<file path="src/rtl/stream_mux_n_pkg.sv">
// stream_mux_pkg: mode encodings and channel-index width helper for stream_mux_n.
package stream_mux_pkg;
    localparam logic MODE_FIXED = 1'b0;
    localparam logic MODE_RR = 1'b1;
    function automatic int sel_width(input int n);
        return (n > 1) ? $clog2(n) : 1;
    endfunction
endpackage

</file>
<file path="src/rtl/stream_mux_n_if.sv">
// stream_mux_n_if: input channels, select controls and registered output handshake of stream_mux_n.
interface stream_mux_n_if #(
    parameter int WIDTH = 4,
    parameter int NCH = 4
);
    localparam int SELW = stream_mux_pkg::sel_width(NCH);
    logic [NCH*WIDTH-1:0] in_data;
    logic [NCH-1:0] in_valid;
    logic [NCH-1:0] in_ready;
    logic mode;
    logic [SELW-1:0] sel;
    logic [WIDTH-1:0] out_data;
    logic [SELW-1:0] out_ch;
    logic out_valid;
    logic out_ready;
    modport master (
        output in_data, in_valid, mode, sel, out_ready,
        input in_ready, out_data, out_ch, out_valid
    );
    modport slave (
        input in_data, in_valid, mode, sel, out_ready,
        output in_ready, out_data, out_ch, out_valid
    );
endinterface

</file>
<file path="src/rtl/stream_mux_n_rr_arbiter.sv">
// rr_arbiter: rotating-priority grant over req, scanning upward from the channel after the last one served.
module rr_arbiter import stream_mux_pkg::*; #(
    parameter int NCH = 4,
    localparam int SELW = sel_width(NCH)
) (
    input logic clk,
    input logic rst,
    input logic [NCH-1:0] req,
    input logic advance,
    output logic [SELW-1:0] grant,
    output logic grant_vld
);
    logic [SELW-1:0] ptr;
    logic [SELW:0] idx;
    // Scan farthest-first so the nearest requester after ptr is the last write and wins.
    always_comb begin
        grant = '0;
        grant_vld = 1'b0;
        idx = '0;
        for (int k = NCH; k >= 1; k--) begin
            idx = {1'b0, ptr} + (SELW+1)'(k);
            idx = (idx >= (SELW+1)'(NCH)) ? idx - (SELW+1)'(NCH) : idx;
            if (req[idx[SELW-1:0]]) begin
                grant = idx[SELW-1:0];
                grant_vld = 1'b1;
            end
        end
    end
    always_ff @(posedge clk or posedge rst) begin
        if (rst)
            ptr <= SELW'(NCH - 1);
        else if (advance)
            ptr <= grant;
    end
endmodule

</file>
<file path="src/rtl/stream_mux_n.sv">
// stream_mux_n: N-to-1 stream mux with fixed or round-robin channel select and a one-entry output register.
module stream_mux_n import stream_mux_pkg::*; #(
    parameter int WIDTH = 4,
    parameter int NCH = 4
) (
    input logic clk,
    input logic rst,
    stream_mux_n_if.slave bus
);
    localparam int SELW = sel_width(NCH);
    logic [NCH-1:0] req;
    logic [SELW-1:0] grant;
    logic grant_vld;
    logic load_en;
    logic xfer;
    logic [WIDTH-1:0] data_q;
    logic [SELW-1:0] ch_q;
    logic valid_q;
    // Fixed mode narrows the request to sel, so the arbiter also tracks the last fixed-mode grant.
    always_comb begin
        req = '0;
        for (int i = 0; i < NCH; i++)
            req[i] = bus.in_valid[i] && (bus.mode == MODE_RR || bus.sel == SELW'(i));
    end
    assign load_en = !valid_q || bus.out_ready;
    assign xfer = load_en && grant_vld && !rst;
    assign bus.in_ready = xfer ? (NCH'(1) << grant) : '0;
    rr_arbiter #(.NCH(NCH)) u_arb (
        .clk(clk),
        .rst(rst),
        .req(req),
        .advance(xfer),
        .grant(grant),
        .grant_vld(grant_vld)
    );
    always_ff @(posedge clk or posedge rst) begin
        if (rst) begin
            data_q <= '0;
            ch_q <= '0;
            valid_q <= 1'b0;
        end else if (xfer) begin
            data_q <= bus.in_data[grant*WIDTH +: WIDTH];
            ch_q <= grant;
            valid_q <= 1'b1;
        end else if (bus.out_ready) begin
            valid_q <= 1'b0;
        end
    end
    assign bus.out_data = data_q;
    assign bus.out_ch = ch_q;
    assign bus.out_valid = valid_q;
endmodule

</file>
<file path="src/flat_wrapper.sv">
// flat-port wrapper written by rule: the top's interface ports become plain ports
module stream_mux_n_flat import stream_mux_pkg::*;
#(
    parameter int WIDTH = 4,
    parameter int NCH = 4
)
  (clk, rst, bus_in_data, bus_in_valid, bus_mode, bus_sel, bus_out_ready, bus_in_ready, bus_out_data, bus_out_ch, bus_out_valid);
  stream_mux_n_if #(.WIDTH(WIDTH), .NCH(NCH)) bus_i ();
  input logic clk;
  input logic rst;
  input wire logic [$bits(bus_i.in_data)-1:0] bus_in_data;
  input wire logic [$bits(bus_i.in_valid)-1:0] bus_in_valid;
  input wire logic [$bits(bus_i.mode)-1:0] bus_mode;
  input wire logic [$bits(bus_i.sel)-1:0] bus_sel;
  input wire logic [$bits(bus_i.out_ready)-1:0] bus_out_ready;
  output wire logic [$bits(bus_i.in_ready)-1:0] bus_in_ready;
  output wire logic [$bits(bus_i.out_data)-1:0] bus_out_data;
  output wire logic [$bits(bus_i.out_ch)-1:0] bus_out_ch;
  output wire logic [$bits(bus_i.out_valid)-1:0] bus_out_valid;
  assign bus_i.in_data = bus_in_data;
  assign bus_i.in_valid = bus_in_valid;
  assign bus_i.mode = bus_mode;
  assign bus_i.sel = bus_sel;
  assign bus_i.out_ready = bus_out_ready;
  assign bus_in_ready = bus_i.in_ready;
  assign bus_out_data = bus_i.out_data;
  assign bus_out_ch = bus_i.out_ch;
  assign bus_out_valid = bus_i.out_valid;
  stream_mux_n #(.WIDTH(WIDTH), .NCH(NCH)) u_core (.clk(clk), .rst(rst), .bus(bus_i));
endmodule
</file>
<file path="config.mk">
export PLATFORM = sky130hd
export DESIGN_NAME = stream_mux_n_flat
export DESIGN_NICKNAME = d
export VERILOG_FILES = /design/src/rtl/stream_mux_n_pkg.sv /design/src/rtl/stream_mux_n_if.sv /design/src/rtl/stream_mux_n_rr_arbiter.sv /design/src/rtl/stream_mux_n.sv /design/src/flat_wrapper.sv
export SDC_FILE = /design/constraint.sdc
export NUM_CORES = 1
export LEC_CHECK = 0
export ABC_CLOCK_PERIOD_IN_PS = 2400
export CAP_MARGIN = 0
export CORE_UTILIZATION = 37
export DETAILED_ROUTE_END_ITERATION = 10
export GPL_ROUTABILITY_DRIVEN = 0
export PLACE_DENSITY_LB_ADDON = 0.2
export SLEW_MARGIN = 40
export SYNTH_ARGS = -nofsm -noshare
export SYNTH_HDL_FRONTEND = slang
export SYNTH_SLANG_ARGS = --single-unit
</file>
<file path="constraint.sdc">
create_clock -name clk -period 2.4 [get_ports clk]
set_input_delay 0.24 -clock clk [delete_from_list [all_inputs] [get_ports clk]]
set_output_delay 0.24 -clock clk [all_outputs]
set_load 0.05 [all_outputs]
</file>
; Word-level counts from Yosys, hierarchy flattened
; Cells that the tools add are included.
[totals]
inputBits = 26
register_bits = 9
[op_classes]
n_shift = 2
n_lt_le_gt_ge = 8
mux = 23
eq_ne = 3
addsub = 8
n_reduce_logical = 15
[ops]
columns = operator, n
row1 = 2-bit two-way mux, 8
row2 = 16-bit by 5-bit indexed part select with 4-bit output, 1
row3 = 3-bit >= comparator (second input constant), 4
row4 = 2-bit by 3-bit less-than comparator with 1-bit output (second input constant), 4
row5 = 1-bit two-way mux, 10
row6 = 1-bit binary-select mux with 2-bit select, 4
row7 = 2-bit by 1-bit subtractor with 2-bit output (second input constant), 4
row8 = 2-bit by 2-bit adder with 3-bit output (second input constant), 2
row9 = 1-bit logical AND, 6
row10 = 1-bit logical OR, 5
row11 = 2-bit equality test (second input constant), 2
row12 = 4-bit two-way mux, 1
row13 = 1-bit by 2-bit left shift with 4-bit output (first input constant), 1
row14 = 2-bit by 1-bit adder with 3-bit output (second input constant), 1
row15 = 2-bit by 3-bit adder with 3-bit output (second input constant), 1
row16 = 2-bit by 1-bit equality test with 1-bit output (second input constant), 1
row17 = 1-bit logical NOT, 2
row18 = 2-bit logical NOT, 1
row19 = 2-bit nonzero test, 1

; Longest topological paths before layout
[depth]
depth_word = 12
ltp_mapped = 7
ltp_nobuf = 6

; By module
; A second synthesis with hierarchy kept.
[unflattened]
cells_unflattened = 57
hier_area_um2 = 655.6
[by_module_without_submodules]
columns = module, seq_area_each_um2, cells_per_inst, area_per_inst_um2, instances
row1 = stream_mux_n, 175.2, 37, 478.0, 1
row2 = rr_arbiter, 52.6, 20, 177.7, 1

; Worst setup path after synthesis
; No wires, ideal clock.
[synth_timing]
kind = register to output
start = reg u_core.u_arb.ptr[1]
end = out bus_in_ready[1]
path_stages_with_launch = 7
setup_slack_ps = 240
arrival_ps = 1920
path_cell_list = dfstp_2 -> inv_1 -> a21oi_1 -> mux2_2 -> a221oi_4 -> or2_2 -> nor2_1
[synth_between]
elab_chain_len = 12
word_cells_on_any_way = 36
[synth_lines]
columns = item, line_no
row1 = "start, declared", stream_mux_n_rr_arbiter.sv:13  ; logic [SELW-1:0] ptr;
row2 = "start signal, assigned", stream_mux_n_rr_arbiter.sv:31  ; ptr <= SELW'(NCH - 1);
row3 = "start signal, assigned", stream_mux_n_rr_arbiter.sv:33  ; ptr <= grant;
row4 = 2-bit by 3-bit adder with 3-bit output, stream_mux_n_rr_arbiter.sv:21  ; idx = {1'b0, ptr} + (SELW+1)'(k);
row5 = 3-bit >= comparator or 2-bit by 1-bit subtractor with 2-bit output (tied branches), stream_mux_n_rr_arbiter.sv:22  ; idx = (idx >= (SELW+1)'(NCH)) ? idx - (SELW+1)'(NCH) : idx;
row6 = 2-bit two-way mux, stream_mux_n_rr_arbiter.sv:22
row7 = 1-bit binary-select mux with 2-bit select, stream_mux_n_rr_arbiter.sv:23  ; if (req[idx[SELW-1:0]]) begin
row8 = 1-bit two-way mux (not written as such), stream_mux_n_rr_arbiter.sv:23
row9 = 1-bit two-way mux (4 in a row), stream_mux_n_rr_arbiter.sv:23
row10 = 1-bit logical AND (2 in a row), stream_mux_n.sv:26  ; assign xfer = load_en && grant_vld && !rst;
row11 = 4-bit two-way mux (*), stream_mux_n.sv:27  ; assign bus.in_ready = xfer ? (NCH'(1) << grant) : '0;
row12 = "end, declared", flat_wrapper.sv:16  ; output wire logic [$bits(bus_i.in_ready)-1:0] bus_in_ready;
; Every way passes the cells marked *; elsewhere a longest branch is shown, timed or not. The select of a mux whose other input is x is not followed.

; Worst setup path in the final report
[layout_timing]
start = reg u_core.u_arb.ptr[1]
end = out bus_in_ready[2]
; Same word-level chain as after synthesis.

==> impl_metrics.json <==
{
  "areaGrowthSynthToFinish_pct": 89.75,
  "routed_wl_mm": 1.870,
  "ys_dominant_reg_cell": "dfrtp_1",
  "antenna_found_initial": 0,
  "async_flop_share": 1.000,
  "die_area_um2": 1919,
  "via_per_inst": 5.366,
  "internal_power_mw": 0.5099,
  "cts_buffers": 3,
  "highest_layer": "met4",
  "ys_types": 22,
  "row_count": 14,
  "p_leak_nw": 0.5389,
  "synthTopCellsByArea": "dfrtp_1 27%, mux4_2 14%, mux2_2 8.7%, dfstp_2 8.1%, o21ai_0 6.2%",
  "max_slew.worst_pin.slew_ns": 0.4974,
  "dr_wl_met2_mm": 1.047,
  "cts_hold_buf": 0,
  "power_frac_clock": 0.133,
  "endpoint_kind": "output port",
  "cp_slowest_cell": "dfstp_2",
  "ff2ff_path_depth": 8,
  "start_kind": "flop",
  "wl_met1_um": 694,
  "ant_nets": 0,
  "path_clk_slew_ns": 0.06,
  "violations": "design-rule violations",
  "max_cap_violations": 0,
  "cts_buffer_depth": 2,
  "path_cells": "nand2_1 -> nand4b_1 -> o31ai_1 -> buf_4 -> a221oi_4 -> buf_6 -> nor2b_4 -> and2_4 -> buf_12",
  "slew_headroom": 0.6673,
  "initial_core_util": 0.4103,
  "ir_worst_vdd_mv": 0.3323,
  "grt_pass1_wl_mm": 2.877,
  "synthCells": 62,
  "vias": 703,
  "cts_htree_levels": 1,
  "synth_area_per_cell_um2": 10.43,
  "yosys_warnings": 0,
  "grt_pass1_vias": 687,
  "required_ns": 2.16,
  "drv_slew": 0,
  "gr-total-overflow": 0,
  "cts-root-buf": "clkbuf_4",
  "min_period_over_period": 0.9466,
  "layout-drive-gt1-share": 0.3826,
  "post_drt_wl_per_cell_um": 14.27,
  "cts_tree": "yes",
  "grt_max_degree": 10,
  "hold_viol": 0,
  "cp_max_fo": 4,
  "pwr-share-seq": 0.267,
  "clk_latency_ns": 0.25,
  "cpPeakStageDelay_ns": 0.57,
  "diodes": 0,
  "fp.dieH_um": 43.81,
  "met3_length_um": 82,
  "syn_area_um2": 646.9,
  "port_buffers": 36,
  "synth_nets": 88,
  "status": "finished, violations left",
  "hpwl_mm": 1.514,
  "synth-seq-area-share": 0.3520,
  "critical_path_arrival_ns": 2.03,
  "swShare": 0.4074,
  "period_needed_ns": 2.272,
  "synth_edf_count": 0,
  "fp.coreArea_um2": 1577,
  "p_sw_mw": 0.3505,
  "ff2ff_setup_slack_ns": 0.20,
  "cts_sinks": 9,
  "setup_tns_ns": 0,
  "hold_path.class": "input port to asynchronous set/reset pin",
  "power_mw": 0.8604,
  "synth-seq-cells": 9,
  "io_pins": 37,
  "path_class": "flop to output port",
  "gr-usage-all-layers": 0.2047,
  "die_width_um": 43.81,
  "finalSetupViolations": 0,
  "drtIter0Drc": 8,
  "synth_top_area_share": 0.2708,
  "fin_nets": 142,
  "p_comb_frac": 0.599,
  "fmaxAchievable_mhz": 440.2,
  "power_density_nw_per_um2": 701.0,
  "route.detailed.drc": 3,
  "synth_area_leader_cell": "dfrtp_1",
  "fin_skew_ns": 0.001221,
  "drtPass1Iterations": 7
}
[cell usage after synthesis, drive strengths merged, types with 3 or more instances]
cell type,n
a21oi,4
nand2,6
nand2b,3
mux4,4
inv,6
dfrtp,7
mux2,5
o21ai,9
[worst max-delay path: cells and delay by family, from the launching register on]
kind	cells	cell delay [ns]
buffers and inverters	3	0.43
and+or+nand+nor	4	0.49
DFF	1	0.57
AOI/OAI and AO/OA	2	0.28
[timing repair]
action	in CTS	in global routing
hold endpoints to repair	0	0
pin swaps	0	1
gates resized for setup	10	5
setup endpoints to repair	4	4
setup buffers	0	2
[kinds of logic after synthesis]
family | synth area share
multiplexers | 0.2573
AND/OR/NAND/NOR | 0.1489
buffers and inverters | 0.04061
flip-flops | 0.3520
AO/OA/AOI/OAI | 0.2012
[stage by stage]
step / utilization / hold WS [ns] / instance area (um2) / instances / worst slack (ns)
after floorplan: - / 0.07221 / 646.9 / 62 / 0.2405
after global placement: 0.7317 / 0.4650 / 1154 / 125 / -0.09359
after detailed placement: 0.7317 / 0.4821 / 1154 / 125 / -0.1666
after CTS: 0.7619 / 0.3369 / 1201 / 129 / 0.0006202
after global routing: 0.7786 / 0.3505 / 1227 / 131 / -0.006940
final: 0.7786 / 0.3291 / 1227 / 131 / 0.1282
[final cells by class]
| type | count | area (um2) |
|---|---|---|
| timing repair buffer | 50 | 509.2 |
| clock buffer | 4 | 26.28 |
| multi-input combinational | 46 | 421.7 |
| sequential | 9 | 227.7 |
| tap | 16 | 20.02 |
| inverter | 6 | 22.52 |
| fill | 116 | 349.1 |
[layer usage]
layer	global-route usage	up-vias
li1	-	330
met3	0.02500	6
met5	0	-
met4	0.1313	0
met2	0.3731	27
met1	0.2193	340
[path summary, 6_finish.rpt]
kind	end	start
setup / recovery	bus_in_ready[2]	u_core.u_arb.ptr[1]
hold / removal	u_core.bus.out_valid	rst
setup reg to reg	u_core.bus.out_data[0]	u_core.u_arb.ptr[1]
hold reg to reg	u_core.bus.out_ch[1]	u_core.bus.out_ch[1]
max in group asynchronous	u_core.u_arb.ptr[0]	rst
min in group clk	u_core.bus.out_ch[1]	u_core.bus.out_ch[1]
[flip-flops by register name, indices dropped and copies added, names as in the netlist]
register	cells
u_core.bus.out_ch	2
u_core.bus.out_data	4
u_core.bus.out_valid	1
u_core.u_arb.ptr	2
[power groups by stage]
stage / Combinational, mW / Sequential [mW] / Clock, mW
6_report: 0.516 / 0.230 / 0.115
3_5_place_dp: 0.484 / 0.235 / 0
3_3_place_gp: 0.475 / 0.232 / 0
2_1_floorplan: 0.156 / 0.359 / 0
4_1_cts: 0.493 / 0.234 / 0.116
5_1_grt: 0.543 / 0.237 / 0.122
[layout by cell type (no fill, tap or decap), types with 4 or more instances in the layout]
| cell type | n |
|---|---|
| buf_4 | 13 |
| o21ai_0 | 5 |
| mux2_2 | 5 |
| mux4_2 | 4 |
| inv_1 | 6 |
| dfrtp_1 | 7 |
| nand2_1 | 6 |
| buf_12 | 4 |
| clkdlybuf4s50_1 | 29 |
No activity file was read; power rests on OpenSTA's default activity.
